<file path="config.mk">
export PLATFORM = sky130hd
export DESIGN_NAME = demux_rr_arbiter
export DESIGN_NICKNAME = d
export VERILOG_FILES = /design/src/rtl/demux_rr_arbiter.sv
export SDC_FILE = /design/constraint.sdc
export NUM_CORES = 1
export LEC_CHECK = 0
export ABC_AREA = 1
export CAP_MARGIN = 10
export CORE_MARGIN = 3
export CORE_UTILIZATION = 60
export CTS_CLUSTER_DIAMETER = 30
export CTS_CLUSTER_SIZE = 24
export DETAILED_ROUTE_END_ITERATION = 10
export PLACE_DENSITY = 0.8
export REMOVE_ABC_BUFFERS = 1
export SYNTH_ARGS = -nofsm -noshare
export SYNTH_HDL_FRONTEND = slang
export SYNTH_SLANG_ARGS = --single-unit
export TNS_END_PERCENT = 50
</file>
<file path="constraint.sdc">
create_clock -name clk -period 4.3 [get_ports clk]
set_input_delay 0.43 -clock clk [delete_from_list [all_inputs] [get_ports clk]]
set_output_delay 0.43 -clock clk [all_outputs]
set_load 0.005 [all_outputs]
</file>
<file path="src/rtl/demux_rr_arbiter.sv">
// demux_rr_arbiter: round-robin owner of a shared 2-to-4 active-low decoder with break-before-make gap and hold timeout
module demux_rr_arbiter #(
  parameter int MAX_HOLD = 8,
  parameter int GAP_CYC  = 1
) (
  input  logic       clk,
  input  logic       rst_n,
  input  logic [3:0] req,
  output logic [1:0] sel,
  output logic       en_n,
  output logic [3:0] grant_n,
  output logic       busy,
  output logic       timeout
);
  typedef enum logic [1:0] {IDLE, GRANT, GAP} state_t;
  localparam logic [7:0] HOLD_LAST = 8'(MAX_HOLD - 1);
  localparam logic [3:0] GAP_LAST  = 4'(GAP_CYC - 1);
  state_t     state;
  logic [1:0] ptr;
  logic [7:0] hold_cnt;
  logic [3:0] gap_cnt;
  logic [1:0] win;
  logic       go;
  // descending scan so the requester closest after ptr is assigned last
  always_comb begin
    win = ptr;
    for (int i = 3; i >= 0; i--)
      if (req[ptr + 2'(i)]) win = ptr + 2'(i);
  end
  assign go = |req && (state == IDLE || (state == GAP && gap_cnt == GAP_LAST));
  always_ff @(posedge clk or negedge rst_n) begin
    if (!rst_n) begin
      state    <= IDLE;
      sel      <= 2'b00;
      en_n     <= 1'b1;
      grant_n  <= 4'b1111;
      busy     <= 1'b0;
      timeout  <= 1'b0;
      ptr      <= 2'd0;
      hold_cnt <= 8'd0;
      gap_cnt  <= 4'd0;
    end else begin
      timeout <= 1'b0;
      if (go) begin
        state    <= GRANT;
        sel      <= win;
        en_n     <= 1'b0;
        grant_n  <= ~(4'b0001 << win);
        busy     <= 1'b1;
        hold_cnt <= 8'd0;
      end else if (state == GRANT) begin
        hold_cnt <= hold_cnt + 8'd1;
        if (!req[sel] || hold_cnt == HOLD_LAST) begin
          state   <= GAP;
          en_n    <= 1'b1;
          grant_n <= 4'b1111;
          ptr     <= sel + 2'd1;
          gap_cnt <= 4'd0;
          timeout <= req[sel];
        end
      end else if (state == GAP) begin
        if (gap_cnt == GAP_LAST) begin
          state <= IDLE;
          busy  <= 1'b0;
        end else gap_cnt <= gap_cnt + 4'd1;
      end
    end
  end
endmodule

</file>
After elaboration in Yosys (flattened, before gate mapping)
Cells that the tools add are included.
- input port bits: 6
- logic and storage cells: 88
- register bits after elaboration: 25
- output and inout bits: 9
- reduce and logical (&&, ||, !) cells: 20
- equal/unequal tests: 7
- shift operators: 1
- bitwise logic cells: 2
- $add $sub $neg: 6
- mux-type cells: 38
- $lt $le $gt $ge: 5
- operators with widths (operator ; count):
    $mux 4 ; 7
    $mux 2 ; 9
    $mux 8 ; 2
    $lt 2x3->1 const B ; 5
    $mux 1 ; 15
    $bmux 1 s2 ; 5
    $reduce_bool 2->1 ; 5
    $reduce_and 3->1 ; 3
    $add 8x1->8 const B ; 1
    $eq 8x3->1 const B ; 1
    $reduce_bool 3->1 ; 2
    $add 2x1->2 const B ; 2
    $add 2x2->2 const B ; 2
    $add 4x1->4 const B ; 1
    $logic_not 4->1 ; 1
    $ne 2x1->1 const B ; 2
    $not 4->4 ; 1
    $reduce_and 4->1 ; 1
    $reduce_or 4->1 ; 1
    $shl 1x2->4 const A ; 1
    $ne 3x2->1 const B ; 1
    $eq 2x1->1 const B ; 1
    $eq 2x2->1 const B ; 1
    $logic_and 1x1->1 ; 2
    6 further kinds ; 7

Longest topological paths before layout
- word-level depth: 10
- mapped depth: 14

Worst setup path after synthesis
No wires, ideal clock.
- path kind: register to register
- from: register gap_cnt[0]
- to: register gap_cnt[2]
- cell stages (with the launch flop): 12
- arrival: 1.446 ns
- period minus slack after synthesis: 1.566 ns
- path slack: 2.734 ns
- setup time: 0.121 ns
- required time: 4.179 ns
- cells stage by stage: dfrtp_1 inv_1 ha_1 nor3b_2 nand2_2 inv_2 o21ai_4 inv_2 nor2_4 nand2_2 nand2_1 o21ai_1
- word-level cells in the longest chain between the ends: 6
- elaborated cells between the ends (all ways): 11
- RTL lines (element ; line ; RTL):
    from (decl) ; 21 ; logic [3:0] gap_cnt;
    from (signal assigned) ; 65 ; end else gap_cnt <= gap_cnt + 4'd1;
    parallel branches: the longest is 6 deep, another holds $add 4x1->4 ; -- ;
Parallel ways; which one is timed is not known. The select of a mux whose other input is x is not followed.
A chain may end at the register's enable or synchronous reset.

Worst setup path after layout
- from: register state[1]
- to: register hold_cnt[7]
- word-level cells in the longest chain between the ends: 5
- elaborated cells between the ends (all ways): 8
- RTL lines (element ; line ; RTL):
    from (decl) ; 18 ; state_t state;
    from (signal assigned) ; 33 ; state <= IDLE;
    from (signal assigned) ; 45 ; state <= GRANT;
    from (signal assigned) ; 54 ; state <= GAP;
    $eq 2x2->1 ; 30 ; assign go = |req && (state == IDLE || (state == GAP && gap_cnt == GAP_LAST));
    $logic_and 1x1->1 ; 30 ;
    $logic_or 1x1->1 ; 30 ;
    $logic_and 1x1->1 ; 30 ;
    $mux 8 or $reduce_bool 2->1 (tied branches) ; -- ;
    to (signal assigned) ; 52 ; hold_cnt <= hold_cnt + 8'd1;
    to (decl) ; 20 ; logic [7:0] hold_cnt;
Several ways; a longest one is shown, not always the timed one.

==> results.cfg <==
[power]
p_per_area_mw_per_mm2 = 717
ir_drop_mv = 0.479
p_leak_nw = 0.822

[drt]
drtAntennaViolNets = 0
vias = 1229
drcViolationCount = 0
wl_per_cell_um = 11.9
drt_iter0_drc = 34
totalWireLength_um = 2820
firstDrtPassIters = 4
vias_per_cell = 5.21

[critical_path]
r2r-start = state[1]
crit_arrival_ps = 2120
cp-startpoint = state[1]
cp-start-kind = flop
r2r_cells = 9
crit_required_ps = 4510
worstSetupEndpointType = flop
critPathKind = flop to flop
crit_fanout = 11

[worst_hold_path]
hold_path.startpoint = en_n
hold_class = flop to flop
hold_depth = 2

[sta]
final_hold_viol_count = 0
fin_crit_sh_pct = 44.4
tns_ps = 0
max-slew-margin-rel_pct = 28.6
skew_ps = 2.84
rsz0062_at_grt = false
drv_slew = 0
worst-slew-pin-transition_ps = 1070
layout_min_cycle_time_ps = 1910
finalSetupViolCount = 0
timing.fmax_ghz = 0.524

[finish]
fillers = 176
post-route-util_pct = 73.1
drive_gt1_share_pct = 11.1
area_growth_syn_to_layout_pct = 11.6
final_nets = 221
antenna_cells = 0

[cts]
clk_latency_ps = 310
cts_setup_buffers = 0
cts_buffers = 3
ctsHtreeMaxLevel = 1
ctsLongestPathBuffers = 2
root_buffer = clkbuf_4
path_clk_slew_ps = 130
cts_tree = built
cts_hold_buffers = 0
postCtsResizedCells = 0
numClockSinks = 25

[synthesis]
synth.top_cell.area_share_pct = 33.6
netlist-cell-type-count = 29
ys_ff_latch = 25
synth.top_cells.by_area = dfrtp_1, nand2_1, dfstp_2
syn_inst = 193
yosysSeqAreaShare_pct = 42.4
synthFlopType = dfrtp_1
avgSynthCellArea_um2 = 7.72
yosysTopAreaCell = dfrtp_1
synth_enable_flop_cells = 0
async_reset_ff_share_pct = 100
synth.cell_area_mm2 = 0.00149
synth_most_common_cell = nand2_1
yosys-top-cells-count = nand2_1, inv_1, dfrtp_1, nand3_1, nor2_1
yosys_warnings = 0

[die]
rows = 17
die_h_um = 55.8
die_x_um = 55.8
die_area_mm2 = 0.00312
io_pins = 15
initial_core_util_pct = 65.5
core-area_mm2 = 0.00228

[place]
hpwl_um = 2250
place.gp.congestion = 0.878
io_buffers = 14

[global_route]
grt.total_usage_pct = 20.4
grt_pass1_wl_um = 5220
gr-total-overflow = 0
antenna_found_initial = 0
grt_max_degree = 26
grt_pass1_vias = 1236

[flow_run]
maxCapViolCount = 0

[outcome]
outcome = completed
-- worst max-delay path, stage by stage, from the launching register on --
cell,delay (ps)
dfrtp_1,420
inv_1,90
ha_1,390
inv_1,180
nor2_1,190
nand3_1,130
nor2_1,120
nand2_1,70
o21ai_0,160
a21oi_1,50
-- worst paths after layout --
| path | endpoint | slack [ps] |
|---|---|---|
| min in group asynchronous | busy | 680 |
| max in group asynchronous | ptr[0] | 2980 |
| max | hold_cnt[7] | 2390 |
| min reg2reg | en_n | 480 |
| min | en_n | 480 |
| max reg2reg | hold_cnt[7] | 2390 |
-- layout make-up --
| class | count | area [um2] | share of cell area (%) |
|---|---|---|---|
| repair buffers | 14 | 140 | 8.43 |
| clock buffers | 3 | 22.5 | 1.35 |
| well taps | 28 | 35.0 | 2.11 |
| multi-input cells | 136 | 717 | 43.1 |
| clock inverters | 1 | 5.00 | 0.301 |
| flip-flops and latches | 25 | 632 | 38.0 |
| inverters | 29 | 111 | 6.70 |
-- stage by stage --
stage | std cells | instance area (um2) | power [mW] | worst slack [ps] | hold WS (ps)
after global placement | 232 | 1640 | 1.06 | 2350 | 458
after CTS | 236 | 1660 | 1.20 | 2370 | 479
after floorplan | 190 | 1460 | 0.900 | 2670 | 134
after global routing | 236 | 1660 | 1.33 | 2130 | 509
after detailed placement | 232 | 1640 | 1.10 | 2320 | 459
final | 236 | 1660 | 1.19 | 2390 | 476
-- power breakdown --
part | switching [mW] | internal (mW) | leakage, nW | total [mW]
Clock | 0.0678 | 0.0348 | 0.0177 | 0.103
Combinational | 0.415 | 0.269 | 0.492 | 0.684
Sequential | 0.0807 | 0.324 | 0.312 | 0.405
-- flip-flops by register name, summed over array words and instances, names as in the netlist --
| signal | flops |
|---|---|
| busy | 1 |
| hold_cnt | 8 |
| sel | 2 |
| state | 2 |
| timeout | 1 |
| grant_n | 4 |
| ptr | 2 |
| en_n | 1 |
| gap_cnt | 4 |
-- layer usage --
layer	up-vias	share of wire (%)	track usage, %
met1	564	45	27.0
met4	0	0.60	4.41
met3	2	4.5	3.02
met2	26	50	35.6
met5	-	0	0
li1	637	-	-
-- logic make-up (layout without fill, tap and decap cells) --
| kind of cell | after synthesis | count (layout) | share of synthesized area (%) |
|---|---|---|---|
| simple gates | 96 | 96 | 28.8 |
| fa+ha+maj | 6 | 6 | 5.04 |
| buf+inv | 32 | 47 | 9.49 |
| xor+xnor | 7 | 7 | 4.11 |
| compound gates | 27 | 27 | 10.2 |
| flops | 25 | 25 | 42.4 |
-- placed cells by master, fill, tap and decap left out --
master	n
or2_2	1
nor2_4	1
inv_2	5
or2_0	2
o21bai_1	1
nor3_1	1
nor2_1	9
xnor2_1	2
nand2_2	4
or2_1	2
nand3_1	12
nor3b_2	1
clkinv_2	1
xor2_1	5
o21ai_0	8
clkbuf_4	3
a21oi_1	8
nand2_1	58
inv_4	1
ha_1	6
nor3b_1	1
clkdlybuf4s50_1	14
dfstp_2	5
o21a_1	1
nand4_1	4
inv_1	23
dfrtp_1	20
o21ai_1	8
o21ai_4	1
No activity file was read; power rests on OpenSTA's default activity.
